## config.mk

```make
export PLATFORM = sky130hd
export DESIGN_NAME = machine_timer
export DESIGN_NICKNAME = d
export VERILOG_FILES = /design/src/rtl/machine_timer.sv
export SDC_FILE = /design/constraint.sdc
export NUM_CORES = 1
export LEC_CHECK = 0
export BUFFER_PORTS_ARGS = -buffer_cell sky130_fd_sc_hd__buf_2
export CAP_MARGIN = 20
export CORE_UTILIZATION = 63
export CTS_BUF_LIST = sky130_fd_sc_hd__clkbuf_8
export CTS_CLUSTER_SIZE = 14
export DETAILED_ROUTE_END_ITERATION = 8
export GPL_ROUTABILITY_DRIVEN = 0
export MAX_ROUTING_LAYER = met4
export PLACE_DENSITY = 0.83
export SYNTH_ARGS = -nofsm -noshare
export SYNTH_HDL_FRONTEND = slang
export SYNTH_SLANG_ARGS = --single-unit
```

## constraint.sdc

```tcl
create_clock -name i_clk -period 3.4 [get_ports i_clk]
set_input_delay 0.34 -clock i_clk [delete_from_list [all_inputs] [get_ports i_clk]]
set_output_delay 0.34 -clock i_clk [all_outputs]
set_load 0.1 [all_outputs]
```

## src/rtl/machine_timer.sv

```systemverilog
// RISC-V machine timer: 64-bit mtime/mtimecmp with a one-cycle bus handshake and a registered MTIP output.
// Optional tick prescaler is built only when TIMER_PRESCALE_EN is defined.
module machine_timer #(
  parameter int PRESCALE = 1
) (
  input  logic        i_clk,
  input  logic        i_rst,
  input  logic        i_req,
  input  logic        i_we,
  input  logic [3:0]  i_addr,
  input  logic [31:0] i_wdata,
  output logic [31:0] o_rdata,
  output logic        o_ack,
  output logic        o_tip
);

  logic [63:0] mtime;
  logic [63:0] mtimecmp;
  logic [31:0] mtime_hi_snap;
  logic [31:0] rdata_next;
  logic        tick;
  logic        access_ok;
  logic        wr_time_lo;
  logic        wr_time_hi;
  logic        wr_cmp_lo;
  logic        wr_cmp_hi;
  logic        rd_time_lo;

  prescale_legal: assert property (@(posedge i_clk) (PRESCALE >= 1) && (PRESCALE <= 65535));

  // Misaligned offsets are acknowledged but never touch a register.
  assign access_ok = i_req && (i_addr[1:0] == 2'b00);

  always_comb begin
    wr_time_lo = 1'b0;
    wr_time_hi = 1'b0;
    wr_cmp_lo  = 1'b0;
    wr_cmp_hi  = 1'b0;
    rd_time_lo = 1'b0;
    rdata_next = '0;
    if (access_ok) begin
      if (i_we) begin
        case (i_addr[3:2])
          2'd0:    wr_time_lo = 1'b1;
          2'd1:    wr_time_hi = 1'b1;
          2'd2:    wr_cmp_lo  = 1'b1;
          default: wr_cmp_hi  = 1'b1;
        endcase
      end else begin
        case (i_addr[3:2])
          2'd0: begin
            rd_time_lo = 1'b1;
            rdata_next = mtime[31:0];
          end
          2'd1:    rdata_next = mtime_hi_snap;
          2'd2:    rdata_next = mtimecmp[31:0];
          default: rdata_next = mtimecmp[63:32];
        endcase
      end
    end
  end

`ifdef TIMER_PRESCALE_EN
  localparam logic [15:0] PRESCALE_LAST = 16'(PRESCALE - 1);

  logic [15:0] prescale_cnt;

  assign tick = (prescale_cnt == PRESCALE_LAST);

  // A write to mtime restarts the period so the next increment is a full period away.
  always_ff @(posedge i_clk) begin
    if (i_rst) begin
      prescale_cnt <= '0;
    end else if (wr_time_lo || wr_time_hi || tick) begin
      prescale_cnt <= '0;
    end else begin
      prescale_cnt <= prescale_cnt + 16'd1;
    end
  end
`else
  assign tick = 1'b1;
`endif

  // Software writes win over a tick due in the same cycle; the untouched half holds.
  always_ff @(posedge i_clk) begin
    if (i_rst) begin
      mtime <= '0;
    end else if (wr_time_lo) begin
      mtime[31:0] <= i_wdata;
    end else if (wr_time_hi) begin
      mtime[63:32] <= i_wdata;
    end else if (tick) begin
      mtime <= mtime + 64'd1;
    end
  end

  always_ff @(posedge i_clk) begin
    if (i_rst) begin
      mtimecmp <= '1;
    end else if (wr_cmp_lo) begin
      mtimecmp[31:0] <= i_wdata;
    end else if (wr_cmp_hi) begin
      mtimecmp[63:32] <= i_wdata;
    end
  end

  // The high word is captured with the low-word read so a 0x0/0x4 pair never tears.
  always_ff @(posedge i_clk) begin
    if (i_rst) begin
      mtime_hi_snap <= '0;
    end else if (rd_time_lo) begin
      mtime_hi_snap <= mtime[63:32];
    end
  end

  always_ff @(posedge i_clk) begin
    if (i_rst) begin
      o_ack   <= 1'b0;
      o_rdata <= '0;
      o_tip   <= 1'b0;
    end else begin
      o_ack   <= i_req;
      o_rdata <= rdata_next;
      o_tip   <= (mtime >= mtimecmp);
    end
  end

endmodule
```

# After elaboration in Yosys (flattened, before gate mapping)
# Cells that the tools add are included.
# word_totals
register_bits,194
out_inout_bits,34
elab_cells,39
# classes
add_sub_neg,1
n_lt_le_gt_ge,1
n_eq_ne,3
n_mux,18
n_bitwise,2
reduce_logical,6
# op_table
cell,n
32-bit two-way mux,3
32-bit case mux with 3 select lines,1
64-bit by 1-bit adder with 64-bit output (second input constant),1
64-bit >= comparator,1
1-bit two-way mux,14
3-bit OR reduction,2
2-bit logical NOT,2
2-bit by 1-bit == test with 1-bit output (second input constant),1
2-bit == test (second input constant),1
2-bit != test (second input constant),1
1-bit inverter,2
2-bit AND reduction,1
1-bit logical AND,1

# Depth between registers and ports, before layout
# Gate-level depths: netlist of the first run.
# depth
ltp_word,6
ltp_mapped,9
depth_no_buf,8

# Worst setup path before layout of the first run
# OpenSTA, ideal clock, no wires.
# synth_path
kind,reg2reg
from,register mtime[0]
to,register mtime[42]
arrival_time_ns,2.322
path_slack_ns,1.003
stages_incl_launch_ff,8
path_buffers,1
synth_period_minus_slack_ns,2.397
cell_sequence,dfxtp_1 -> ha_1 -> and3_1 -> nand4_2 -> or4_1 -> clkbuf_1 -> or4_1 -> a31oi_1
# synth_between
elab_chain_len,2
# synth_rtl
element,line,text
"start, declared",17,logic [63:0] mtime;
"start signal, assigned",89,mtime[31:0] <= i_wdata;
"start signal, assigned",93,mtime <= mtime + 64'd1;
64-bit by 1-bit adder with 64-bit output,93,
32-bit two-way mux,90,end else if (wr_time_hi) begin
# No other way between the ends.
# A chain may end at the register's enable or synchronous reset.

# Worst setup path after layout of the first run
# layout_path
from,register mtime[0]
to,register mtime[20]
# layout_between
elab_chain_len,3
# layout_rtl
element,line,text
64-bit by 1-bit adder with 64-bit output,93,
32-bit two-way mux,90,
32-bit two-way mux,88,end else if (wr_time_lo) begin
# No other way between the ends. The select of a mux whose other input is x is not followed.

==> results of run 1 <==
[worst paths after layout]
path	end	start
worst min-delay path	o_ack	i_req
worst min register to register	mtime_hi_snap[31]	mtime_hi_snap[31]
worst max-delay path	mtime[20]	mtime[0]
worst max register to register	mtime[20]	mtime[0]
[kinds of logic after synthesis]
group                      Yosys count  share of synthesized area, %
adders and majority gates           65                         7.662
DFF                                194                         36.59
AOI/OAI and AO/OA                  292                         18.07
buffers and inverters              151                         5.894
and+or+nand+nor                    474                         22.34
muxes                               48                         8.370
xor gates and xnor gates            13                         1.073
[where the power goes]
part / leakage (nW) / internal (mW) / switching, mW
combinational: 3.07 / 0.120 / 0.217
sequential: 1.57 / 2.30 / 0.0366
clock: 0.212 / 0.714 / 0.862
total: 4.85 / 3.13 / 1.12
[placed cells by master, fill, tap and decap left out, drive strengths merged, types with 32 or more instances in the layout]
cell type and instances:
nand2 201, dfxtp 194, buf 101, a21oi 88
inv 76, o211ai 71, ha 65, nor2 50
nor2b 42, nand3 35, o21ai 33, mux4 32
nand4 32
[flip-flops by register name (all words and copies together) (netlist names)]
| signal | count |
|---|---|
| mtime | 64 |
| mtime_hi_snap | 32 |
| mtimecmp | 64 |
| o_tip | 1 |
| o_rdata | 32 |
| o_ack | 1 |
[per-layer routing]
metal	share of wire (%)	global-route usage, %	wire (µm)	vias to the layer above
li1	-	-	-	4615
met1	40	48.87	12560	4694
met2	45	56.08	14040	666
met3	10	6.844	3255	119
met4	3.8	17.38	1189	0
met5	0	-	0	-
[area by class of cell]
class / instances / area [µm²] / area share (%)
Clock buffer: 20 / 275.3 / 2.377
Clock inverter: 12 / 132.6 / 1.145
Inverter: 73 / 274.0 / 2.366
Multi-Input combinational cell: 892 / 6138 / 53.00
Sequential cell: 194 / 3884 / 33.53
Tap cell: 220 / 275.3 / 2.377
Timing Repair Buffer: 101 / 603.1 / 5.207
[worst max-delay path, cell delays in order (launching register included)]
cell	delay (ps)
dfxtp_1	440
ha_1	250
and3_1	220
nand4_2	300
nor4_1	630
and3_1	320
a211oi_1	90
a2111oi_0	380
[per-stage QoR]
| stage | utilization, % | power, mW | cells |
|---|---|---|---|
| after floorplan | - | 2.598 | 1237 |
| after detailed placement | 67.62 | 2.718 | 1480 |
| final | 70.09 | 4.250 | 1512 |
| after CTS | 70.09 | 4.238 | 1512 |
| after global placement | 67.62 | 2.712 | 1480 |
| after global routing | 70.09 | 4.362 | 1512 |
==> results.py, run 1 <==
metrics = {
    "timing": {
        "fmax_mhz": 364.9,
        "maxSlewHeadroom_pct": 39.81,
        "setup_tns_ps": 0,
        "min_period_over_period_pct": 80.61,
        "hold_viol_final": 0,
        "fin_skew_ps": 16.76,
        "post-route-min-period_ps": 2741,
        "whs_ps": 115.7,
        "finalMaxSlewViolations": 0,
        "layout_setup_ws_ps": 659.3,
        "final-setup-viol-count": 0,
        "tightest_slew_ps": 894.5,
        "rsz0062_at_grt": "false",
    },
    "clocking": {
        "cts_root_buf": "clkbuf_8",
        "cts_tree": "built",
        "post_cts_buffers": 0,
        "postCtsHoldBufs": 0,
        "clock_path_buffers": 2,
        "clkSinkCount": 194,
        "numCtsBuffers": 17,
        "htreeDepth": 4,
        "post_cts_resized": 0,
        "clk_pin_slew_ps": 100,
        "clk-insertion-delay-late_ps": 490,
    },
    "pwr": {
        "ir_drop_mv": 0.2862,
        "p_leak_nw": 4.848,
        "pwr_density_cell_nw_per_um2": 367.0,
    },
    "route": {
        "antenna_left": 0,
        "drt-total-wl_um": 31050,
        "dr.pass1.iters": 6,
        "drtIter0Drc": 1323,
        "wl_per_cell_um": 20.54,
        "via_per_inst": 6.676,
        "route.detailed.drc": 0,
        "vias": 10094,
    },
    "yosys": {
        "synth_flop_cell": "dfxtp_1",
        "synth_edf_count": 0,
        "syn_inst": 1237,
        "synthArstFlopShare_pct": 0,
        "yosysMostFrequentCell": "nand2_1",
        "synthesis.area_um2": 10610,
        "avgSynthCellArea_um2": 8.580,
        "synth_common_cells": "nand2_1 (201), dfxtp_1 (194), a21oi_1 (88)",
        "synth_warnings": 0,
        "ys_ff_latch": 194,
        "yosysTopAreaCell": "dfxtp_1",
        "netlist.area_leader.share_pct": 36.59,
        "syn_nets": 1342,
        "yosysSeqAreaShare_pct": 36.59,
        "yosys-top-cells-area": "dfxtp_1 (37%), ha_1 (7.7%), nand2_1 (7.1%)",
        "synth.distinct_cells": 73,
    },
    "floorplan": {
        "start_util_pct": 64.23,
        "core_area_um2": 16520,
        "rows": 47,
        "dieArea_um2": 17370,
        "die_y_um": 131.8,
        "die_x_um": 131.8,
        "pin_count": 74,
    },
    "placed_design": {
        "place_area_um2": 11170,
        "place_ws_ps": 720.5,
        "port_buffers": 73,
        "hpwl_um": 21900,
    },
    "min_path": {
        "hold_path_class": "input port to register",
        "min_path_cells": 2,
    },
    "grt": {
        "grt_first_pass_wirelength_um": 49830,
        "grt_pass1_vias": 9508,
        "antenna_found_initial": 0,
        "grt_max_degree": 64,
        "grtUsageTotal_pct": 37.34,
        "gr-total-overflow": 0,
    },
    "cells_and_area": {
        "fin_nets": 1384,
        "drive_gt1_share_pct": 14.94,
        "area_growth_pct": 9.125,
        "finalInstanceArea_um2": 11580,
        "diodes": 0,
        "nFillCells": 1310,
    },
    "job": {
        "cap_violations": 0,
    },
    "worst_setup_path": {
        "worstPathMaxFanout": 10,
        "cp.required_ps": 3780,
        "critPathKind": "register to register",
        "cp.arrival_ps": 3120,
        "cp-start-kind": "register",
        "crit_path_end_kind": "register",
        "rr_worst_depth": 7,
        "rrSetupSlack_ps": 660,
    },
    "outcome": {
        "status": "complete, no violations",
    },
}
(Power assumes the default switching activity.)
==> run 2, diff against run 1 <==
- CORE_UTILIZATION: 63 -> 57
- PLACE_DENSITY: 0.83 -> 0.79
- clock period: 3.4 -> 2.45 ns (I/O delays scaled with it)
==> results.py, run 2 (synthesis results as in run 1) <==
metrics = {
    "worst_setup_path": {
        "crit_path_end_kind": "register",
        "worst_path_max_delay_cell": "nor3_1",
        "rr_worst_depth": 9,
        "critPathMaxStageDelay_ps": 480,
        "cp.arrival_ps": 2840,
        "cp-start-kind": "register",
        "rrSetupSlack_ps": -20,
        "worstPathMaxFanout": 4,
        "cp.depth": 9,
        "path_buf_inv": 2,
        "critical_path.top_delay_family": "simple AND/OR/NAND/NOR gates",
        "worstReg2RegStart": "mtime[1]",
        "worstPathCellList": "ha_1 > and3_4 > nand4_4 > buf_6 > buf_4 > nor3_1 > and3_1 > a211oi_1 > a2111oi_0",
        "critPathKind": "register to register",
        "timing.rr.end": "mtime[24]",
        "cp.required_ps": 2820,
    },
    "min_path": {
        "worstHoldStart": "i_wdata[0]",
        "min_path_cells": 3,
        "min_to": "mtimecmp[0]",
        "hold_path_class": "input port to register",
    },
    "timing": {
        "tightest_slew_ps": 665.1,
        "final-setup-viol-count": 1,
        "maxSlewHeadroom_pct": 55.66,
        "post-route-min-period_ps": 2473,
        "hold_viol_final": 0,
        "fin_skew_ps": 13.94,
        "layout_setup_ws_ps": -22.61,
        "fmax_mhz": 404.4,
        "setup_tns_ps": -22.61,
        "min_period_over_period_pct": 100.9,
        "finalMaxSlewViolations": 0,
    },
    "pwr": {
        "ir_drop_mv": 0.3421,
        "pwr-share-comb_pct": 8.6,
        "p_int_mw": 4.555,
        "swShare_pct": 25.38,
        "pwr_density_cell_nw_per_um2": 500.1,
        "p_leak_nw": 5.226,
        "clkPwrFrac_pct": 38.6,
        "pwr-share-seq_pct": 52.9,
        "power.switching_mw": 1.549,
    },
    "outcome": {
        "status": "finished with violations",
        "violations": "design-rule violations, negative setup slack",
    },
    "floorplan": {
        "rows": 49,
        "pin_count": 74,
        "start_util_pct": 58.69,
        "die_y_um": 138.5,
        "core_area_um2": 18090,
        "dieArea_um2": 19170,
        "die_x_um": 138.5,
    },
    "grt": {
        "gr-total-overflow": 0,
        "antenna_found_initial": 0,
        "grt_pass1_vias": 10115,
        "grtUsageTotal_pct": 36.29,
        "grt_first_pass_wirelength_um": 53270,
        "grt_max_degree": 65,
    },
    "clocking": {
        "clkSinkCount": 194,
        "clock_path_buffers": 2,
        "numCtsBuffers": 17,
        "cts_root_buf": "clkbuf_8",
        "htreeDepth": 4,
        "clk-insertion-delay-late_ps": 490,
        "clk_pin_slew_ps": 100,
        "cts_tree": "built",
    },
    "cells_and_area": {
        "area_growth_pct": 15.01,
        "multi_input_area_um2": 6173,
        "nFillCells": 1475,
        "layout_commonest_cell": "nand2_1",
        "final_cell_mix": "nand2_1 (201), dfxtp_1 (191), buf_4 (93)",
        "fin_nets": 1453,
        "reg_top3": "mtime: 64 flops, mtimecmp: 64 flops",
        "finalInstanceArea_um2": 12210,
        "diodes": 0,
        "seqCellArea_um2": 3887,
        "drive_gt1_share_pct": 19.84,
    },
    "route": {
        "via_per_inst": 6.592,
        "antenna_left": 0,
        "dr.pass1.iters": 9,
        "drtIter0Drc": 1146,
        "vias": 10481,
        "wl_per_cell_um": 20.95,
        "route.detailed.drc": 16,
        "drt-total-wl_um": 33310,
    },
    "placed_design": {
        "port_buffers": 73,
        "place_ws_ps": 73.03,
        "hpwl_um": 23520,
        "place_area_um2": 11690,
    },
    "job": {
        "cap_violations": 0,
    },
}
## run 2: layout make-up
| cell class | instances | area share, % |
|---|---|---|
| Multi-Input combinational cell | 892 | 50.57 |
| Sequential cell | 194 | 31.85 |
| Timing Repair Buffer | 170 | 9.338 |
| Tap cell | 229 | 2.347 |
| Inverter | 73 | 2.245 |
| Clock buffer | 19 | 2.142 |
| Clock inverter | 13 | 1.507 |
## run 2: timing repair
action,in CTS,in global routing
hold buffers,1,0
setup endpoints to repair,0,20
gates resized for setup,0,13
hold endpoints to repair,1,0
setup buffers,0,3
## run 2: metal layers
metal	up-vias	wire [µm]	share of wire, %	track usage, %
met3	141	3420	10	7.724
met5	-	0	0	-
li1	4738	-	-	-
met2	639	14990	45	55.09
met4	0	1533	4.6	18.75
met1	4963	13370	40	45.55
## run 2: through the flow
| step | hold WS (ps) | util [%] | std cells | power [mW] |
|---|---|---|---|---|
| 3_3_place_gp | 439.7 | 64.61 | 1554 | 3.796 |
| 5_1_grt | 22.96 | 67.49 | 1590 | 6.274 |
| 2_1_floorplan | 373.2 | - | 1237 | 3.606 |
| 3_5_place_dp | 445.0 | 64.61 | 1554 | 3.806 |
| 4_1_cts | 19.91 | 67.13 | 1587 | 6.095 |
| 6_report | 25.60 | 67.49 | 1590 | 6.104 |
## run 2: worst max-delay path by stage
| stage | endpoint | start |
|---|---|---|
| 6_report | mtime[24] | mtime[1] |
| 5_1_grt | mtime[24] | mtime[1] |
| 4_1_cts | mtime[58] | mtime[1] |
| 3_5_place_dp | mtime[58] | mtime[1] |
| 3_3_place_gp | mtime[58] | mtime[1] |
| 2_1_floorplan | mtime[42] | mtime[0] |
## run 2: power groups by stage
stage          registers [mW]  logic [mW]  clock network [mW]
2_1_floorplan            3.34       0.261                   0
3_3_place_gp             3.30       0.500                   0
3_5_place_dp             3.30       0.508                   0
4_1_cts                  3.22       0.513                2.36
5_1_grt                  3.23       0.556                2.49
6_report                 3.23       0.523                2.35
## run 2: worst min-delay path, stage by stage
cell     delay (ps)
buf_2           110
mux2i_1          70
nand2_1          60
